$ cat config.mk
export PLATFORM = sky130hd
export DESIGN_NAME = button_event_ctrl
export DESIGN_NICKNAME = d
export VERILOG_FILES = /design/src/rtl/btn_evt_pkg.sv /design/src/rtl/btn_hold_tracker.sv /design/src/rtl/button_event_ctrl.sv
export SDC_FILE = /design/constraint.sdc
export NUM_CORES = 1
export LEC_CHECK = 0
export CAP_MARGIN = 20
export CORE_ASPECT_RATIO = 2
export CORE_MARGIN = 2
export CORE_UTILIZATION = 25
export DETAILED_ROUTE_END_ITERATION = 10
export HOLD_SLACK_MARGIN = 0.15
export MAX_ROUTING_LAYER = met4
export PLACE_DENSITY_LB_ADDON = 0.3
export SKIP_CTS_REPAIR_TIMING = 1
export SLEW_MARGIN = 20
export SYNTH_ARGS = -nofsm -noshare
export SYNTH_HDL_FRONTEND = slang
export SYNTH_SLANG_ARGS = --single-unit
$ cat constraint.sdc
create_clock -name clk -period 3 [get_ports clk]
set_clock_uncertainty 0.1 [all_clocks]
set_input_delay 0.6 -clock clk [delete_from_list [all_inputs] [get_ports clk]]
set_output_delay 0.6 -clock clk [all_outputs]
set_load 0.1 [all_outputs]
$ cat src/rtl/btn_evt_pkg.sv
`default_nettype none
// ============================================================================
// Module : btn_evt_pkg
// Brief  : Event codes and hold-tracker state encoding shared by the button
//          event controller, its consumers and its testbench.
// Rev    : 1.0  initial release
// ============================================================================
package btn_evt_pkg;

  // Event codes carried on evt_code
  localparam logic [1:0] EVT_PRESS   = 2'd0;
  localparam logic [1:0] EVT_RELEASE = 2'd1;
  localparam logic [1:0] EVT_LONG    = 2'd2;
  localparam logic [1:0] EVT_REPEAT  = 2'd3;

  // Per-button tracker states
  typedef enum logic [1:0] {
    TRK_IDLE = 2'd0,
    TRK_HELD = 2'd1,
    TRK_RPT  = 2'd2
  } trk_state_e;

endpackage
`default_nettype wire

$ cat src/rtl/btn_hold_tracker.sv
`default_nettype none
// ============================================================================
// Module : btn_hold_tracker
// Brief  : Edge detector, hold timer and PRESS/RELEASE/LONG/REPEAT state
//          machine for a single debounced button. emit_o/code_o are
//          combinational and valid for the current cycle only.
// Rev    : 1.0  initial release
// ============================================================================
module btn_hold_tracker
  import btn_evt_pkg::*;
#(
  parameter int LONG_CLOCKS   = 1000000,
  parameter int REPEAT_CLOCKS = 200000,
  parameter bit REPEAT_EN     = 1'b1
) (
  input  logic       clk,
  input  logic       rst_n,
  input  logic       btn_i,
  output logic       emit_o,
  output logic [1:0] code_o
);

  localparam int MAX_CLOCKS = (LONG_CLOCKS > REPEAT_CLOCKS) ? LONG_CLOCKS : REPEAT_CLOCKS;
  localparam int TW         = $clog2(MAX_CLOCKS + 1);

  localparam logic [TW-1:0] LONG_T = TW'(LONG_CLOCKS);
  localparam logic [TW-1:0] RPT_T  = TW'(REPEAT_CLOCKS);
  localparam logic [TW-1:0] ONE_T  = TW'(1);
  localparam logic [TW-1:0] SAT_T  = {TW{1'b1}};

  trk_state_e    state_q, state_d;
  logic [TW-1:0] timer_q, timer_d;
  logic          prev_q;
  logic          rise_w, fall_w;

  assign rise_w = btn_i & ~prev_q;
  assign fall_w = ~btn_i & prev_q;

  // State, timer and previous-level registers
  always_ff @(posedge clk or negedge rst_n) begin
    if (!rst_n) begin
      state_q <= TRK_IDLE;
      timer_q <= '0;
      prev_q  <= 1'b0;
    end else begin
      state_q <= state_d;
      timer_q <= timer_d;
      prev_q  <= btn_i;
    end
  end

  // Next state, timer update and event emission; a fall beats a due LONG/REPEAT
  always_comb begin
    state_d = state_q;
    timer_d = timer_q;
    emit_o  = 1'b0;
    code_o  = EVT_PRESS;
    case (state_q)
      TRK_IDLE: begin
        if (rise_w) begin
          emit_o  = 1'b1;
          code_o  = EVT_PRESS;
          state_d = TRK_HELD;
          timer_d = ONE_T;
        end
      end
      TRK_HELD: begin
        if (fall_w) begin
          emit_o  = 1'b1;
          code_o  = EVT_RELEASE;
          state_d = TRK_IDLE;
          timer_d = '0;
        end else if (timer_q == LONG_T) begin
          emit_o  = 1'b1;
          code_o  = EVT_LONG;
          state_d = TRK_RPT;
          timer_d = ONE_T;
        end else begin
          timer_d = timer_q + ONE_T;
        end
      end
      TRK_RPT: begin
        if (fall_w) begin
          emit_o  = 1'b1;
          code_o  = EVT_RELEASE;
          state_d = TRK_IDLE;
          timer_d = '0;
        end else if (REPEAT_EN && (timer_q == RPT_T)) begin
          emit_o  = 1'b1;
          code_o  = EVT_REPEAT;
          timer_d = ONE_T;
        end else if (timer_q != SAT_T) begin
          // Without repeats the timer just runs up and parks at all-ones
          timer_d = timer_q + ONE_T;
        end
      end
      default: begin
        state_d = TRK_IDLE;
        timer_d = '0;
      end
    endcase
  end

endmodule
`default_nettype wire

$ cat src/rtl/button_event_ctrl.sv
`default_nettype none
// ============================================================================
// Module : button_event_ctrl
// Brief  : Per-button event generation, one pending slot per button, a
//          round-robin arbiter and a shared event FIFO popped over a
//          valid/ready handshake.
// Rev    : 1.0  initial release
// ============================================================================
module button_event_ctrl
  import btn_evt_pkg::*;
#(
  parameter int PORT_WIDTH    = 4,
  parameter int LONG_CLOCKS   = 1000000,
  parameter int REPEAT_CLOCKS = 200000,
  parameter bit REPEAT_EN     = 1'b1,
  parameter int FIFO_DEPTH    = 8,
  localparam int IDW          = (PORT_WIDTH > 1) ? $clog2(PORT_WIDTH) : 1,
  localparam int LW           = $clog2(FIFO_DEPTH) + 1
) (
  input  logic                  clk,
  input  logic                  rst_n,
  input  logic [PORT_WIDTH-1:0] btn_db,
  output logic                  evt_valid,
  input  logic                  evt_ready,
  output logic [IDW-1:0]        evt_id,
  output logic [1:0]            evt_code,
  output logic                  evt_ovf,
  output logic [LW-1:0]         fifo_level
);

  localparam int AW = $clog2(FIFO_DEPTH);

  // Tracker outputs
  logic [PORT_WIDTH-1:0] emit_w;
  logic [1:0]            emit_code_w [PORT_WIDTH];

  // Pending slots
  logic [PORT_WIDTH-1:0] pend_v_q, pend_v_d;
  logic [1:0]            pend_code_q [PORT_WIDTH];
  logic [1:0]            pend_code_d [PORT_WIDTH];
  logic                  ovf_q, ovf_d;

  // Arbiter
  logic [IDW-1:0]        rr_q, rr_d;
  logic                  req_found_w;
  logic [IDW-1:0]        req_idx_w;
  logic                  gnt_v_w;
  logic [PORT_WIDTH-1:0] gnt_oh_w;

  // FIFO
  logic [IDW-1:0]        mem_id_q   [FIFO_DEPTH];
  logic [1:0]            mem_code_q [FIFO_DEPTH];
  logic [AW-1:0]         wr_ptr_q, rd_ptr_q;
  logic [LW-1:0]         cnt_q;
  logic                  full_w, pop_w, push_w, can_push_w;

  genvar g;
  generate
    for (g = 0; g < PORT_WIDTH; g++) begin : g_trk
      btn_hold_tracker #(
        .LONG_CLOCKS  (LONG_CLOCKS),
        .REPEAT_CLOCKS(REPEAT_CLOCKS),
        .REPEAT_EN    (REPEAT_EN)
      ) u_trk (
        .clk   (clk),
        .rst_n (rst_n),
        .btn_i (btn_db[g]),
        .emit_o(emit_w[g]),
        .code_o(emit_code_w[g])
      );
    end
  endgenerate

  // Index 'offs' places after 'base', wrapping at PORT_WIDTH
  function automatic logic [IDW-1:0] rr_idx(input logic [IDW-1:0] base, input int offs);
    int j;
    j = int'(base) + offs;
    if (j >= PORT_WIDTH) j = j - PORT_WIDTH;
    return IDW'(j);
  endfunction

  assign full_w     = (cnt_q == LW'(FIFO_DEPTH));
  assign pop_w      = (cnt_q != '0) && evt_ready;
  assign can_push_w = !full_w || pop_w;
  assign gnt_v_w    = req_found_w && can_push_w;
  assign push_w     = gnt_v_w;

  // First occupied slot at or after the round-robin pointer
  always_comb begin
    req_found_w = 1'b0;
    req_idx_w   = '0;
    for (int k = 0; k < PORT_WIDTH; k++) begin
      if (!req_found_w && pend_v_q[rr_idx(rr_q, k)]) begin
        req_found_w = 1'b1;
        req_idx_w   = rr_idx(rr_q, k);
      end
    end
  end

  // One-hot grant and pointer advance past the winner
  always_comb begin
    gnt_oh_w = '0;
    rr_d     = rr_q;
    if (gnt_v_w) begin
      gnt_oh_w[req_idx_w] = 1'b1;
      rr_d = (req_idx_w == IDW'(PORT_WIDTH - 1)) ? '0 : req_idx_w + IDW'(1);
    end
  end

  // Slot update: a slot being granted may reload in the same cycle; otherwise an occupied slot drops
  always_comb begin
    ovf_d = ovf_q;
    for (int i = 0; i < PORT_WIDTH; i++) begin
      pend_v_d[i]    = pend_v_q[i];
      pend_code_d[i] = pend_code_q[i];
      if (emit_w[i]) begin
        if (pend_v_q[i] && !gnt_oh_w[i]) begin
          ovf_d = 1'b1;
        end else begin
          pend_v_d[i]    = 1'b1;
          pend_code_d[i] = emit_code_w[i];
        end
      end else if (gnt_oh_w[i]) begin
        pend_v_d[i] = 1'b0;
      end
    end
  end

  // Pending slots, overflow flag and arbiter pointer
  always_ff @(posedge clk or negedge rst_n) begin
    if (!rst_n) begin
      pend_v_q <= '0;
      ovf_q    <= 1'b0;
      rr_q     <= '0;
      for (int i = 0; i < PORT_WIDTH; i++) pend_code_q[i] <= '0;
    end else begin
      pend_v_q <= pend_v_d;
      ovf_q    <= ovf_d;
      rr_q     <= rr_d;
      for (int i = 0; i < PORT_WIDTH; i++) pend_code_q[i] <= pend_code_d[i];
    end
  end

  // Event FIFO storage, pointers and occupancy
  always_ff @(posedge clk or negedge rst_n) begin
    if (!rst_n) begin
      wr_ptr_q <= '0;
      rd_ptr_q <= '0;
      cnt_q    <= '0;
      for (int i = 0; i < FIFO_DEPTH; i++) begin
        mem_id_q[i]   <= '0;
        mem_code_q[i] <= '0;
      end
    end else begin
      if (push_w) begin
        mem_id_q[wr_ptr_q]   <= req_idx_w;
        mem_code_q[wr_ptr_q] <= pend_code_q[req_idx_w];
        wr_ptr_q             <= wr_ptr_q + AW'(1);
      end
      if (pop_w) begin
        rd_ptr_q <= rd_ptr_q + AW'(1);
      end
      if (push_w && !pop_w) begin
        cnt_q <= cnt_q + LW'(1);
      end else if (!push_w && pop_w) begin
        cnt_q <= cnt_q - LW'(1);
      end
    end
  end

  // The head is read straight from storage; a write never targets the live head
  assign evt_valid  = (cnt_q != '0);
  assign evt_id     = mem_id_q[rd_ptr_q];
  assign evt_code   = mem_code_q[rd_ptr_q];
  assign evt_ovf    = ovf_q;
  assign fifo_level = cnt_q;

endmodule
`default_nettype wire
==> flow_summary.toml, run 1 <==
[setup_path]
r2r_end = "g_trk[2].u_trk.timer_q[0]"
slowest_delay_ps = 530
worst-path-buf-inv = 2
reg2reg_slack_ps = 320
worst-path-max-fanout = 10
r2r_cells = 7
crit_chain = "buf_4 -> mux4_2 -> mux2_2 -> buf_12"
slowest_stage = "mux4_2"
worstPathArrival_ps = 2020
r2r_start = "g_trk[2].u_trk.timer_q[0]"
end_kind = "primary output"
required_ps = 2300
critical_path.startpoint_type = "flop"
cp-startpoint = "rd_ptr_q[0]"
cp.depth = 4
cp_top_family = "multiplexers"
path_class = "flop to primary output"
critical_path.endpoint = "evt_code[1]"

[cts]
cts.sinks = 149
cts.clk_slew.worst_paths_ps = 60
cts_tree = "done"
cts_made_buffers = 17
htree_num_levels = 4
clock_path_buffers = 2
clock-root-buffer = "clkbuf_16"
clock_latency_ps = 440

[synthesis]
synthCells = 938
ys.flop_type = "dfrtp_1"
synth_fa_ha_area_share_pct = 4.83
synth_xor_xnor_area_share_pct = 2.84
synth_mux_area_share_pct = 7.77
synth_compound_area_share_pct = 16.4
async_reset_ff_share_pct = 100
synthSimpleGateAreaFrac_pct = 23.2
syn-cell-area_um2 = 8960
ys_warn_count = 0
synth-edff-count = 0
synth_top_family_by_area = "simple AND/OR/NAND/NOR gates"
syn-mean-instance-area_um2 = 9.55
ys_types = 78
ys_seq_area_share_pct = 41.6
yosys_register_bits = 149
syn_nets = 979

[run_status]
outcome = "finished, final reports clean"

[layout]
nets = 1029
layout-drive-gt1-share_pct = 14.8
final_cells = 1451
n_antenna_cell = 0
postLayoutCellArea_um2 = 10500
area_growth_pct = 17.7
fin_util_pct = 29.6

[global_routing]
grt_usage_pct = 13.7
grt_max_degree = 61
grt_pass1_wl_um = 39300
grt_pass1_vias = 7698
antenna_found_initial = 0
overflow = 0

[sta]
clock.fmax_mhz = 367
holdWs_ps = 374
finalSetupTns_ps = 0
setup_viol = 0
slew_headroom_pct = 41.1
period_share_pct = 90.7
finalCriticalPeriod_ps = 2720
worst_pin_slew_ps = 858
final_max_slew_viol_count = 0
hold_viol = 0
rsz0062_at_grt = "false"

[floorplanning]
start_util_pct = 25.2
row_count = 98
core_um2 = 35600
io_pins = 17
die_area_um2 = 37400
die_w_um = 138
die_h_um = 272

[routing]
avgRoutedWirePerCell_um = 16.1
drc = 0
first_pass_iters = 4
vias = 7284
drtIter0Drc = 404
wl_um = 23300
drt.antenna.violating_nets = 0
vias_per_cell = 5.02

[placement]
portBuffers = 16
placed_area_um2 = 9920
place_hpwl_um = 17700
place_congestion = 0.839
dp_cells = 1418

[hold_path]
hold_class = "flop to flop"

[power]
leakage_nw = 4.45
power.density_nw_per_um2 = 841
irDropWorstVdd_v = 0.00163

[flow_run]
max_cap_violations = 0
## synth_stat cells, types with 12 or more instances
cell,count,area [um^2]
dfrtp_1,149,3730
nand2_1,75,282
nor2_1,75,282
nand3_1,51,255
inv_1,42,158
o21ai_0,41,205
a21oi_1,34,170
a22o_1,33,289
ha_1,33,413
mux2_2,30,338
nor3_1,29,145
nand4_1,26,163
o21ai_1,25,125
a21o_1,17,128
and3_1,17,106
nor2b_1,17,106
xnor2_1,17,149
mux2i_1,14,140
nor4b_1,14,123
clkbuf_1,13,48.8
and4_1,12,105
nand2b_1,12,75.1
nor4_1,12,75.1
xor2_1,12,105
## through the flow
stage                     setup slack (ps)  total power, mW
after global routing                   127             9.48
after global placement                85.7             6.66
after CTS                              231             9.01
after detailed placement              76.4             6.73
after floorplan                       34.6             5.48
final                                  278             8.86
## per-layer routing
metal	track usage, %	share of wire, %	wire length (um)	vias up
met5	-	0	0	-
met4	5.69	2.5	584	0
met3	2.09	1.7	400	36
met2	26.6	59	13800	83
met1	13.0	37	8550	3601
li1	-	-	-	3564
## cell families (layout without fill, tap and decap cells)
group,count (synthesis),count (layout)
xor+xnor,29,29
compound gates,214,214
flops,149,149
simple gates,385,385
fa+ha+maj,34,34
buf+inv,72,135
mux,55,55
## worst min-delay path: cells and delay by family, from the launching register on
family          cells  cell delay [ps]
flops               1              340
simple gates        1               50
compound gates      1               60
## cell type report
class	count	area (um^2)
multi-input cells	717	4940
fillers	3725	25000
clock inverters	14	169
clock buffers	18	439
repair buffers	60	532
well taps	450	563
inverters	43	161
flip-flops and latches	149	3730
## layout by cell type, fill, tap and decap left out, types with 6 or more instances in the layout
cell,count
nand3_1,51
inv_1,42
o31ai_1,6
and2_1,7
mux2_2,30
nor2b_1,17
a211oi_1,7
nor3_1,28
a21oi_1,34
nor4_1,12
nand4_1,26
xnor2_1,17
nor2_1,75
o22ai_1,7
and4_1,12
nor4b_1,14
o21ai_1,25
xor2_1,12
buf_4,48
mux2i_1,14
dfrtp_1,145
clkbuf_16,17
and3_1,17
clkinv_4,6
mux4_2,8
a31oi_1,6
o21ai_0,41
nand2b_1,11
ha_1,33
nand2_1,75
a21o_1,17
or4_1,7
a22o_1,33
## worst min-delay path by stage
| stage | cells after the start | startpoint | end |
|---|---|---|---|
| after global routing | 1 | pend_code_q[2] | pend_code_q[2] |
| after floorplan | 0 | rst_n | evt_ovf |
| after detailed placement | 2 | mem_id_q[2] | mem_id_q[2] |
| final | 2 | mem_id_q[3] | mem_id_q[3] |
| after global placement | 2 | mem_id_q[0] | mem_id_q[0] |
| after CTS | 1 | rst_n | g_trk[3].u_trk.timer_q[5] |
## registers in the layout, indices dropped and copies added (netlist names)
signal / flops
g_trk.u_trk.timer_q: 80
mem_code_q: 16
mem_id_q: 16
g_trk.u_trk.state_q: 8
pend_code_q: 8
fifo_level: 4
g_trk.u_trk.prev_q: 4
pend_v_q: 4
rd_ptr_q: 3
wr_ptr_q: 3
rr_q: 2
evt_ovf: 1
## power by group
part           internal (mW)  total, mW  leakage, nW  switching (mW)
clock network           1.27       2.23        0.295           0.962
registers               2.40       2.79         1.98           0.394
logic                   1.56       3.84         2.18            2.28
total                   5.23       8.86         4.45            3.63
No activity file was read; power rests on OpenSTA's default activity.
==> inputs of run 2 (changes only) <==
- CTS_CLUSTER_SIZE: not set -> 25
==> results of run 2 <==
Same layout as run 1: the final DEF is identical, and so are final timing and power.
==> inputs of run 3 (changes only) <==
- SETUP_SLACK_MARGIN: not set -> 0.05
- clock period: 3 -> 2.7 ns (I/O delays scaled with it)
==> flow_summary.toml, run 3 (synthesis gave the netlist of run 1 again) <==
[run_status]
outcome = "finished, final reports clean"

[floorplanning]
die_h_um = 272
die_w_um = 138
die_area_um2 = 37400
core_um2 = 35600
row_count = 98
start_util_pct = 25.2
io_pins = 17

[cts]
clock-root-buffer = "clkbuf_16"
cts.sinks = 149
cts_made_buffers = 17
clock_path_buffers = 2
clock_latency_ps = 440
htree_num_levels = 4
cts.clk_slew.worst_paths_ps = 60
cts_tree = "done"

[setup_path]
required_ps = 2060
cp_top_family = "multiplexers"
r2r_cells = 9
crit_chain = "buf_12 -> mux4_2 -> mux2_4 -> buf_12"
end_kind = "primary output"
worstPathArrival_ps = 2000
worst-path-buf-inv = 2
critical_path.startpoint_type = "flop"
path_common_cell = "buf_12"
slowest_stage = "mux4_2"
slowest_delay_ps = 520
cp.depth = 4
worst-path-max-fanout = 5
path_class = "flop to primary output"

[placement]
place_congestion = 0.842
place_hpwl_um = 18600
placed_area_um2 = 10200
portBuffers = 16
dp_cells = 1448

[layout]
largestRegisters = "g_trk.u_trk.timer_q x80, mem_code_q x16, mem_id_q x16"
n_antenna_cell = 0
num-fill-cells = 3714
final_cells = 1494
layout_commonest_cell = "dfrtp_1"
regMostFlops = "g_trk.u_trk.timer_q"
layout-drive-gt1-share_pct = 21.4
postLayoutCellArea_um2 = 11100
final_cell_mix = "dfrtp_1, buf_4, nand2_1"
nets = 1073
area_growth_pct = 24.2
largest_reg_flops = 80

[power]
clockPowerShare_pct = 23.1
irDropWorstVdd_v = 0.000795
total_power_mw = 10.5
swShare_pct = 40.3
p_sw_mw = 4.21
power.internal_mw = 6.24
power_frac_comb_pct = 46.8
leakage_nw = 4.71
seqPwrFrac_pct = 30.1
power.density_nw_per_um2 = 940

[global_routing]
grt_max_degree = 63
grt_pass1_vias = 7987
overflow = 0
grt_pass1_wl_um = 40800
grt_usage_pct = 14.3
antenna_found_initial = 0

[sta]
rsz0062_at_grt = "true"
period_share_pct = 97.9
worst_pin_slew_ps = 725
finalCriticalPeriod_ps = 2640
slew_headroom_pct = 50.3
setup_viol = 0
hold_viol = 0
clock.fmax_mhz = 378
final_max_slew_viol_count = 0

[hold_path]
hold_depth = 2
hold_class = "flop to flop"

[routing]
first_pass_iters = 5
drtIter0Drc = 309
wl_um = 24800
drc = 0
vias_per_cell = 5.05
drt.antenna.violating_nets = 0
vias = 7552
avgRoutedWirePerCell_um = 16.6

[flow_run]
max_cap_violations = 0
[run 3: cell count changes in the layout (fill, tap and decap cells not counted), sizes merged]
| cell | before | now |
|---|---|---|
| clkinv | 6 | 3 |
| buf | 54 | 96 |
| inv | 48 | 45 |
| clkinvlp | 1 | 4 |
| clkbuf | 18 | 22 |
[run 3: layer usage]
layer  GRT usage (%)  vias up  part of all wire (%)
li1                -     3641                     -
met1            13.4     3705                    36
met2            27.6      140                    58
met3            2.56       66                   2.4
met4            6.12        0                   3.8
met5               -        -                     0
[run 3: per-stage QoR]
stage	utilization, %	setup TNS (ps)	worst slack (ps)	hold WS (ps)
after global routing	31.3	-64.6	-12.8	413
final	31.3	0	56.4	381
after detailed placement	28.8	-480	-64.1	373
after floorplan	-	0	6.73	144
after global placement	28.8	-3.05	-1.62	363
after CTS	30.4	-76.4	-40.9	9.90
[run 3: power groups by stage]
| stage | logic, mW | clock network (mW) | registers, mW |
|---|---|---|---|
| 2_1_floorplan | 2.96 | 0 | 3.22 |
| 3_3_place_gp | 4.50 | 0 | 3.16 |
| 4_1_cts | 4.56 | 2.49 | 3.14 |
| 5_1_grt | 5.33 | 2.56 | 3.22 |
| 3_5_place_dp | 4.55 | 0 | 3.17 |
| 6_report | 4.89 | 2.41 | 3.15 |
[run 3: layout make-up]
type	count	area, um^2	share of cell area [%]
Inverter	43	164	1.47
Clock buffer	20	457	4.11
Clock inverter	11	126	1.14
Timing Repair Buffer	104	938	8.44
Sequential cell	149	3740	33.6
Tap cell	450	563	5.06
Multi-Input combinational cell	717	5130	46.1
[run 3: final timing paths]
check | startpoint | end | slack, ps
max in group asynchronous | rst_n | mem_id_q[15] | 1230
min reg2reg | mem_id_q[9] | mem_id_q[9] | 380
max | rd_ptr_q[0] | evt_code[1] | 60
min in group asynchronous | rst_n | g_trk[0].u_trk.timer_q[4] | 560
max reg2reg | g_trk[1].u_trk.timer_q[1] | g_trk[1].u_trk.timer_q[14] | 100
min | mem_id_q[9] | mem_id_q[9] | 380
[run 3: worst register-to-register path: stages (launching register included)]
cell,delay [ps]
dfrtp_1,390
inv_2,80
ha_4,110
or4b_4,480
nor4_4,370
a31oi_2,170
or2_1,290
a21boi_4,270
clkbuf_16,200
nor2_1,40
